<file path="src/rtl/instruction_encoder_pkg.sv">
// Shared RV32I encoding constants and types for the instruction encoder
// and the core's control decoder.
package instruction_encoder_pkg;

  typedef enum logic [2:0] {
    OP_ADD  = 3'd0,
    OP_SUB  = 3'd1,
    OP_ADDI = 3'd2,
    OP_LW   = 3'd3,
    OP_SW   = 3'd4,
    OP_BEQ  = 3'd5
  } enc_op_t;

  typedef enum logic [1:0] {
    ERR_NONE       = 2'd0,
    ERR_ILLEGAL_OP = 2'd1,
    ERR_IMM_RANGE  = 2'd2,
    ERR_OVERFLOW   = 2'd3
  } err_code_e;

  typedef enum logic [1:0] {
    ST_IDLE   = 2'd0,
    ST_ENCODE = 2'd1,
    ST_DONE   = 2'd2,
    ST_ERROR  = 2'd3
  } enc_state_e;

  localparam logic [6:0] OPC_OP     = 7'b0110011;
  localparam logic [6:0] OPC_OPIMM  = 7'b0010011;
  localparam logic [6:0] OPC_LOAD   = 7'b0000011;
  localparam logic [6:0] OPC_STORE  = 7'b0100011;
  localparam logic [6:0] OPC_BRANCH = 7'b1100011;

  localparam logic [2:0] F3_ADD  = 3'b000;
  localparam logic [2:0] F3_ADDI = 3'b000;
  localparam logic [2:0] F3_LW   = 3'b010;
  localparam logic [2:0] F3_SW   = 3'b010;
  localparam logic [2:0] F3_BEQ  = 3'b000;

  localparam logic [6:0] F7_ADD = 7'b0000000;
  localparam logic [6:0] F7_SUB = 7'b0100000;

  // True when imm, read as two's complement, fits a signed field of 'bits' width.
  function automatic logic imm_fits(input logic [31:0] imm, input int bits);
    logic signed [31:0] s_lim;
    s_lim = 32'sd1 <<< (bits - 1);
    return ($signed(imm) >= -s_lim) && ($signed(imm) < s_lim);
  endfunction

endpackage

</file>
<file path="src/rtl/instruction_encoder_word_pack.sv">
// Combinational packer: one abstract op in, one RV32I word out, together
// with the illegal-op and immediate-range flags.
module instr_word_pack
  import instruction_encoder_pkg::*;
(
  input  logic [2:0]  i_op,
  input  logic [4:0]  i_rd,
  input  logic [4:0]  i_rs1,
  input  logic [4:0]  i_rs2,
  input  logic [31:0] i_imm,
  output logic [31:0] o_word,
  output logic        o_illegal,
  output logic        o_imm_range
);

  enc_op_t w_op;
  assign w_op = enc_op_t'(i_op);

  // Word assembly and field checks per instruction format
  always_comb begin
    o_word      = 32'd0;
    o_illegal   = 1'b0;
    o_imm_range = 1'b0;
    case (w_op)
      OP_ADD: o_word = {F7_ADD, i_rs2, i_rs1, F3_ADD, i_rd, OPC_OP};
      OP_SUB: o_word = {F7_SUB, i_rs2, i_rs1, F3_ADD, i_rd, OPC_OP};
      OP_ADDI: begin
        o_word      = {i_imm[11:0], i_rs1, F3_ADDI, i_rd, OPC_OPIMM};
        o_imm_range = !imm_fits(i_imm, 12);
      end
      OP_LW: begin
        o_word      = {i_imm[11:0], i_rs1, F3_LW, i_rd, OPC_LOAD};
        o_imm_range = !imm_fits(i_imm, 12);
      end
      OP_SW: begin
        o_word      = {i_imm[11:5], i_rs2, i_rs1, F3_SW, i_imm[4:0], OPC_STORE};
        o_imm_range = !imm_fits(i_imm, 12);
      end
      OP_BEQ: begin
        // Branch offsets are halfword-granular, so bit 0 must be clear
        o_word      = {i_imm[12], i_imm[10:5], i_rs2, i_rs1, F3_BEQ,
                       i_imm[4:1], i_imm[11], OPC_BRANCH};
        o_imm_range = !imm_fits(i_imm, 13) || i_imm[0];
      end
      default: o_illegal = 1'b1;
    endcase
  end

endmodule

</file>
<file path="src/rtl/instruction_encoder.sv">
// Streaming RV32I program encoder: accepts abstract ops, writes encoded
// words to consecutive instruction-memory addresses.
module instruction_encoder
  import instruction_encoder_pkg::*;
#(
  parameter int          DEPTH     = 256,
  parameter logic [31:0] BASE_ADDR = 32'h0000_0000
) (
  input  logic                   clk,
  input  logic                   reset_n,
  input  logic                   start,
  input  logic                   op_valid,
  output logic                   op_ready,
  input  logic [2:0]             op,
  input  logic [4:0]             rd,
  input  logic [4:0]             rs1,
  input  logic [4:0]             rs2,
  input  logic [31:0]            imm,
  input  logic                   last,
  output logic                   imem_we,
  output logic [31:0]            imem_addr,
  output logic [31:0]            imem_wdata,
  output logic [$clog2(DEPTH):0] count,
  output logic                   done,
  output logic                   error,
  output logic [1:0]             err_code
);

  localparam int CW = $clog2(DEPTH) + 1;

  enc_state_e r_state, w_state_nxt;
  logic          r_we, w_we_nxt;
  logic [31:0]   r_addr, w_addr_nxt;
  logic [31:0]   r_wdata, w_wdata_nxt;
  logic [CW-1:0] r_count, w_count_nxt;
  logic          r_done, w_done_nxt;
  logic          r_error, w_error_nxt;
  err_code_e     r_err_code, w_err_code_nxt;

  logic [31:0]   w_word;
  logic          w_illegal;
  logic          w_imm_range;
  logic          w_accept;
  logic [CW-1:0] w_count_inc;

  instr_word_pack u_pack (
    .i_op        (op),
    .i_rd        (rd),
    .i_rs1       (rs1),
    .i_rs2       (rs2),
    .i_imm       (imm),
    .o_word      (w_word),
    .o_illegal   (w_illegal),
    .o_imm_range (w_imm_range)
  );

  assign op_ready    = (r_state == ST_ENCODE);
  assign w_accept    = op_valid && op_ready;
  assign w_count_inc = r_count + CW'(1);

  // Next-state and next-output computation for the encoder FSM
  always_comb begin
    w_state_nxt    = r_state;
    w_we_nxt       = 1'b0;
    w_addr_nxt     = r_addr;
    w_wdata_nxt    = r_wdata;
    w_count_nxt    = r_count;
    w_done_nxt     = r_done;
    w_error_nxt    = r_error;
    w_err_code_nxt = r_err_code;
    case (r_state)
      ST_IDLE, ST_DONE, ST_ERROR: begin
        if (start) begin
          w_state_nxt    = ST_ENCODE;
          w_count_nxt    = {CW{1'b0}};
          w_done_nxt     = 1'b0;
          w_error_nxt    = 1'b0;
          w_err_code_nxt = ERR_NONE;
        end else begin
          w_state_nxt = r_state;
        end
      end
      ST_ENCODE: begin
        if (!w_accept) begin
          w_state_nxt = r_state;
        end else if (w_illegal) begin
          w_state_nxt    = ST_ERROR;
          w_error_nxt    = 1'b1;
          w_err_code_nxt = ERR_ILLEGAL_OP;
        end else if (w_imm_range) begin
          w_state_nxt    = ST_ERROR;
          w_error_nxt    = 1'b1;
          w_err_code_nxt = ERR_IMM_RANGE;
        end else begin
          w_we_nxt    = 1'b1;
          w_addr_nxt  = BASE_ADDR + (32'(r_count) << 2);
          w_wdata_nxt = w_word;
          w_count_nxt = w_count_inc;
          // last wins over a simultaneous capacity hit
          if (last) begin
            w_state_nxt = ST_DONE;
            w_done_nxt  = 1'b1;
          end else if (w_count_inc == CW'(DEPTH)) begin
            w_state_nxt    = ST_ERROR;
            w_error_nxt    = 1'b1;
            w_err_code_nxt = ERR_OVERFLOW;
          end else begin
            w_state_nxt = ST_ENCODE;
          end
        end
      end
      default: w_state_nxt = ST_IDLE;
    endcase
  end

  // State and output registers
  always_ff @(posedge clk or negedge reset_n) begin
    if (!reset_n) begin
      r_state    <= ST_IDLE;
      r_we       <= 1'b0;
      r_addr     <= 32'd0;
      r_wdata    <= 32'd0;
      r_count    <= {CW{1'b0}};
      r_done     <= 1'b0;
      r_error    <= 1'b0;
      r_err_code <= ERR_NONE;
    end else begin
      r_state    <= w_state_nxt;
      r_we       <= w_we_nxt;
      r_addr     <= w_addr_nxt;
      r_wdata    <= w_wdata_nxt;
      r_count    <= w_count_nxt;
      r_done     <= w_done_nxt;
      r_error    <= w_error_nxt;
      r_err_code <= w_err_code_nxt;
    end
  end

  assign imem_we    = r_we;
  assign imem_addr  = r_addr;
  assign imem_wdata = r_wdata;
  assign count      = r_count;
  assign done       = r_done;
  assign error      = r_error;
  assign err_code   = r_err_code;

endmodule

</file>
<file path="config.mk">
export PLATFORM = sky130hd
export DESIGN_NAME = instruction_encoder
export DESIGN_NICKNAME = d
export VERILOG_FILES = /design/src/rtl/instruction_encoder_pkg.sv /design/src/rtl/instruction_encoder_word_pack.sv /design/src/rtl/instruction_encoder.sv
export SDC_FILE = /design/constraint.sdc
export NUM_CORES = 1
export LEC_CHECK = 0
export BUFFER_PORTS_ARGS = -buffer_cell sky130_fd_sc_hd__buf_2
export CAP_MARGIN = 0
export CORE_ASPECT_RATIO = 1.25
export CORE_MARGIN = 1.5
export CORE_UTILIZATION = 42
export DETAILED_ROUTE_END_ITERATION = 8
export PLACE_DENSITY = 0.76
export SLEW_MARGIN = 30
export SYNTH_ARGS = -nofsm -noshare
export SYNTH_HDL_FRONTEND = slang
export SYNTH_SLANG_ARGS = --single-unit
</file>
<file path="constraint.sdc">
create_clock -name clk -period 1.8 [get_ports clk]
set_input_delay 0.09 -clock clk [delete_from_list [all_inputs] [get_ports clk]]
set_output_delay 0.09 -clock clk [all_outputs]
set_load 0.05 [all_outputs]
</file>
# Word-level counts from Yosys, hierarchy flattened
# Index checks and enable logic that the tools add are counted.
# word_totals
mem_count,0
ramBits,0
romBits,0
regBits,57
wordCells,83
output_inout_bits,79
latchBits,0
# op_classes
n_mul,0
bitwise,1
magnitude_cmp,4
shifts,0
n_mux,37
n_eq_ne,16
n_addsub,1
n_reduce_logical,16
div_mod_pow,0
# op_table
op,n
one-hot mux 32 bit (6 select lines),1
two-way mux 9 bit,4
>= comparator 32 x 12 -> 1 bit (second input constant),1
>= comparator 32 x 13 -> 1 bit (second input constant),1
< comparator 32 x 13 -> 1 bit (second input constant),1
< comparator 32 x 14 -> 1 bit (second input constant),1
two-way mux 2 bit,12
one-hot mux 9 bit (2 select lines),1
two-way mux 1 bit,14
AND reduction 4 bit,3
adder 9 x 1 -> 9 bit (second input constant),1
equality test 9 bit (second input constant),1
one-hot mux 2 bit (2 select lines),2
equality test 3 x 2 -> 1 bit (second input constant),2
equality test 3 bit (second input constant),2
!= test 2 bit (second input constant),3
one-hot mux 1 bit (2 select lines),3
OR reduction 3 bit,2
OR reduction 6 bit,1
AND reduction 5 bit,1
equality test 2 bit (second input constant),2
!= test 2 x 1 -> 1 bit (second input constant),2
!= test 4 x 2 -> 1 bit (second input constant),1
!= test 4 x 3 -> 1 bit (second input constant),1
other kinds (9),12

# Logic depth before layout (Yosys ltp)
# logic_depth
ltp_word,9
depth_mapped,10
depth_no_buf,7

# Modules after synthesis
# From an unflattened synthesis, not the netlist that was laid out.
# hier_totals
cells_unflattened,393
hier_area_um2,3173.0
# modules_own_cells
module,seq_area_each_um2,cells_per_inst,n_inst,area_per_inst_um2
instruction_encoder,1426.4,316,1,2698.8
instr_word_pack,0.0,77,1,474.2

# Worst setup path after synthesis
# OpenSTA, ideal clock, no wires.
# synth_path
path_type,register to register
start,register r_state[0]
end,"register r_wdata[20], in the netlist imem_wdata[20]"
n_path_buf,2
stages_incl_launch_ff,8
t_arrival_ns,1.979
period_less_slack_ns,2.115
setup_time_ns,0.136
setup_slack_ns,-0.315
t_required_ns,1.664
path_cell_list,dfrtp_1 nand2b_1 clkinv_1 nand2_1 a211o_1 buf_6 clkbuf_1 o21ai_0
# synth_via
elab_chain_len,3
# synth_rtl
element,line_no,rtl
start: declaration,instruction_encoder.sv:31,"enc_state_e r_state, w_state_nxt;"
start signal: assignment,instruction_encoder.sv:128,r_state <= w_state_nxt;
equality test 2 x 1 -> 1 bit (*),instruction_encoder.sv:57,assign op_ready = (r_state == ST_ENCODE);
via op_ready,instruction_encoder.sv:13,"output logic op_ready,"
logical AND 1 bit,instruction_encoder.sv:58,assign w_accept = op_valid && op_ready;
AND reduction 4 bit (no line) (*),-,
end signal: assignment,instruction_encoder.sv:131,r_wdata <= w_wdata_nxt;
end: declaration,instruction_encoder.sv:34,"logic [31:0] r_wdata, w_wdata_nxt;"
# The timed path passes the listed nets; every way through them passes the cells marked *.
# A chain may end at the register's enable or synchronous reset.

# Worst setup path after layout
# layout_path
start,input imm[21]
end,"register r_count[3], in the netlist count[3]"
# layout_via
elab_chain_len,7
word_cells_on_any_way,12
# layout_rtl
element,line_no,rtl
start: declaration,instruction_encoder.sv:18,"input logic [31:0] imm,"
>= comparator 32 x 13 -> 1 bit or < comparator 32 x 14 -> 1 bit (tied branches),instruction_encoder_pkg.sv:47,return ($signed(imm) >= -s_lim) && ($signed(imm) < s_lim);
logical AND 1 bit,instruction_encoder_pkg.sv:47,
zero test 1 bit,instruction_encoder_word_pack.sv:43,"o_imm_range = !imm_fits(i_imm, 13) || i_imm[0];"
logical OR 1 bit,instruction_encoder_word_pack.sv:43,
one-hot mux 1 bit (2 select lines) (*),instruction_encoder_word_pack.sv:24,case (w_op)
!= test 2 bit (no line) (*),-,
AND reduction 4 bit (no line) (*),-,
end signal: assignment,instruction_encoder.sv:123,r_count <= {CW{1'b0}};
end signal: assignment,instruction_encoder.sv:132,r_count <= w_count_nxt;
end: declaration,instruction_encoder.sv:35,"logic [CW-1:0] r_count, w_count_nxt;"
# Every way passes the cells marked *; elsewhere a longest branch is shown, timed or not.

==> metrics.md <==
| Metric | Value |
|---|---|
| Largest net degree at the start of global routing | `34` |
| CP max FO | `10` |
| Worst-margin pin slew | `approximately 0.53 ns` |
| Overflow left after global routing | `0` |
| H-Tree Depth | `2` |
| First drt pass iteration count | `4` |
| Type of the worst setup path | `in -> reg` |
| Post-synth top area cell | `dfrtp_1` |
| Leakage power total | `roughly 1.9 nW` |
| Comb pwr share | `46.5%` |
| Via density | `4.91` |
| Reg2Reg Launch Point | `count[1]$_DFFE_PN0P_` |
| Number of nets in the layout | `508` |
| Synth top cells by count | `80 x nand2_1, 52 x dfrtp_1, 28 x buf_4, 27 x o21ai_0, 19 x a21oi_1` |
| Hold crit path type | `in -> reg` |
| Die Span Y | `93.3 um` |
| Die X | `75.3 um` |
| Pwr dens | `around 1200 nW/um2` |
| Yosys top cell area share | `47.5%` |
| Vias in the first global route | `2,408` |
| Inst Count DP | `between 500 and 600` |
| Status | `finished, final reports clean` |
| Diode count | `0` |
| RSZ-0062 raised after global routing | `true` |
| Clk pwr share | `between 10% and 20%` |
| Syn Area/Cell | `8.54 um2` |
| Clock buffer depth | `2` |
| RR Endpoint | `err_code[1]$_DFFE_PN0P_` |
| WP data required | `approximately 2.0 ns` |
| Sequential area share after synthesis | `47.5%` |
| Critical path endpoint category | `register` |
| Clock Latency Late Sink | `0.30 ns` |
| Synthesized cell area | `2740 um2` |
| Via count | `2,644` |
| Flop pwr share | `37.8%` |
| FP Rows | `32` |
| Clock Sinks | `52` |
| Global-route wire length before repair | `approximately 11,000 um` |
| Postcts setup bufs | `0` |
| Max_slew headroom | `between 60% and 70%` |
| Top cells by area, synth | `dfrtp_1 47%, nand2_1 11%, buf_4 7.7%` |
| DR iter-0 viols | `149` |
| Worst Setup SP | `imm[21]` |
| Yosys warns | `0` |
| Core ar. | `around 6200 um2` |
| DP Area | `between 3000 and 4000 um2` |
| DIE AREA | `7020 um2` |
| Routed len/inst | `between 10 and 15 um` |
| Number of I/O port buffers | `106` |
| CTS tree | `yes` |
| Number of synthesized flops with an enable pin | `0` |
| Core Util, Final | `roughly 58%` |
| CTS root buffer | `clkbuf_8` |
| Share of cells above drive strength 1 | `a little over a third` |
| CTS Buf Count | `5` |
| Drt drc | `0` |
| Achievable Freq | `roughly 0.57 GHz` |
| Clk slew on worst S/H paths | `0.09 ns` |
| Area Overhead vs Synth | `32.3%` |
| R2R Setup Slk | `0.09 ns` |
| Post-Syn Instances | `roughly 320` |
| Synth async-reset ratio | `100%` |
| Final setup fails | `0` |
| Int Pwr | `0.00221 W` |
| Final period utilization | `97.2%` |
| Most common cell in the netlist | `nand2_1` |
| Critical path arrival | `1.99 ns` |
| Final Hold Fails | `0` |
| Slew Viols, Final | `0` |
| Initial Util | `a little over two fifths` |
| Worst setup path end | `count[3]$_DFFE_PN0P_` |
| Flip-flop and latch count after synthesis | `52` |
| Min Tclk post-route | `1.75 ns` |
| Post-DRT Antenna Nets | `0` |
| Switching Share | `48.2%` |
| GP Congestion | `around 0.89` |
| Clock skew | `0.00740 ns` |
| WHS | `0.0224 ns` |
| Initial antenna violation count | `0` |
| WL final | `6710 um` |
| Design Area, Final | `between 3000 and 4000 um2` |
| Critical Path Start Type | `primary input` |
| Psw | `0.00206 W` |
| Max cap viols | `0` |
| Non-filler cells, final | `between 500 and 600` |
| Tot GR Track Use | `19.3%` |
| Worst vdd ir | `0.000584 V` |
| Io pins | `134` |
| R2R cell count | `6` |
| Post-DP HPWL | `5190 um` |
| Distinct cells, synth | `between 40 and 50` |
| Post-synth top flop | `dfrtp_1` |
==> metal layers <==
metal	part of all wire, %	vias to the layer above	GRT usage (%)
li1	-	1308	-
met1	41	1225	23.4
met2	52	103	34.4
met3	5.8	8	3.77
met4	1.1	0	4.76
met5	0	-	0
==> critical path, stage by stage <==
cell	delay, ns
buf_2	0.11
or4_1	0.51
nor2_1	0.14
a32oi_2	0.14
a211o_4	0.40
buf_4	0.17
or3_1	0.35
nand3_1	0.07
==> stage by stage <==
stage                     power, W  TNS (ns)  setup slack, ns
after floorplan            0.00310    -0.448          -0.0564
after global placement     0.00357     -7.85           -0.245
after detailed placement   0.00361    -15.91           -0.413
after CTS                  0.00430         0           0.0495
after global routing       0.00452  -0.00710         -0.00710
final                      0.00428         0           0.0499
==> final cells by class <==
cell class / instances / area (um2)
Fill cell: 601 / 2620
Sequential cell: 52 / 1300
Multi-Input combinational cell: 243 / 1260
Timing Repair Buffer: 144 / 831
Tap cell: 85 / 106
Clock buffer: 7 / 86.3
Inverter: 6 / 27.5
Clock inverter: 1 / 7.51
==> sequential cells by signal (all words and copies together), names as in the netlist <==
name and cells:
r_state 2, err_code 2, error 1, imem_addr 9, imem_wdata 27, done 1
imem_we 1, count 9
==> worst min-delay path by stage <==
stage	start	endpoint	slack (ns)	cells after the start
2_1_floorplan	reset_n	count[0]$_DFFE_PN0P_	-0.21	0
3_3_place_gp	reset_n	imem_wdata[17]$_DFFE_PN0P_	0.1	1
3_5_place_dp	reset_n	imem_wdata[17]$_DFFE_PN0P_	0.10	1
4_1_cts	imm[9]	imem_wdata[29]$_DFFE_PN0P_	0.01	3
5_1_grt	imm[6]	imem_wdata[26]$_DFFE_PN0P_	0.02	3
6_report	imm[9]	imem_wdata[29]$_DFFE_PN0P_	0.02	3
==> cell families after synthesis <==
kind of cell / after synthesis / synth area share, %
buffers and inverters: 52 / 11.7
flip-flops: 52 / 47.5
multiplexers: 3 / 1.19
other: 1 / 0.137
adder cells (fa/ha/maj): 1 / 0.456
AND/OR/NAND/NOR: 147 / 25.0
AO/OA/AOI/OAI: 65 / 14.1
==> power by group through the flow <==
stage          logic, W  registers [W]  clock network [W]
2_1_floorplan  0.000550        0.00255                  0
3_3_place_gp    0.00195        0.00162                  0
3_5_place_dp    0.00197        0.00163                  0
4_1_cts         0.00198        0.00161           0.000702
5_1_grt         0.00211        0.00166           0.000749
6_report        0.00199        0.00162           0.000671
==> cells in the final DEF (no fill, tap or decap), types with 5 or more instances in the layout <==
master / n
conb_1: 27
o21ai_0: 27
nand2_1: 80
buf_4: 32
clkbuf_8: 6
dlygate4sd3_1: 6
nand4_1: 5
buf_2: 106
a21oi_1: 19
dfrtp_1: 50
nor2b_1: 13
nor2_1: 11
nand3_1: 15
==> what timing repair did <==
action / CTS / global route
endpoints found under the hold margin: 26 / 0
gates resized for setup: 2 / 7
hold buffers: 6 / 0
gates cloned: 0 / 0
endpoints found under the setup margin: 23 / 14
pin swaps: 0 / 0
(Power assumes the default switching activity.)
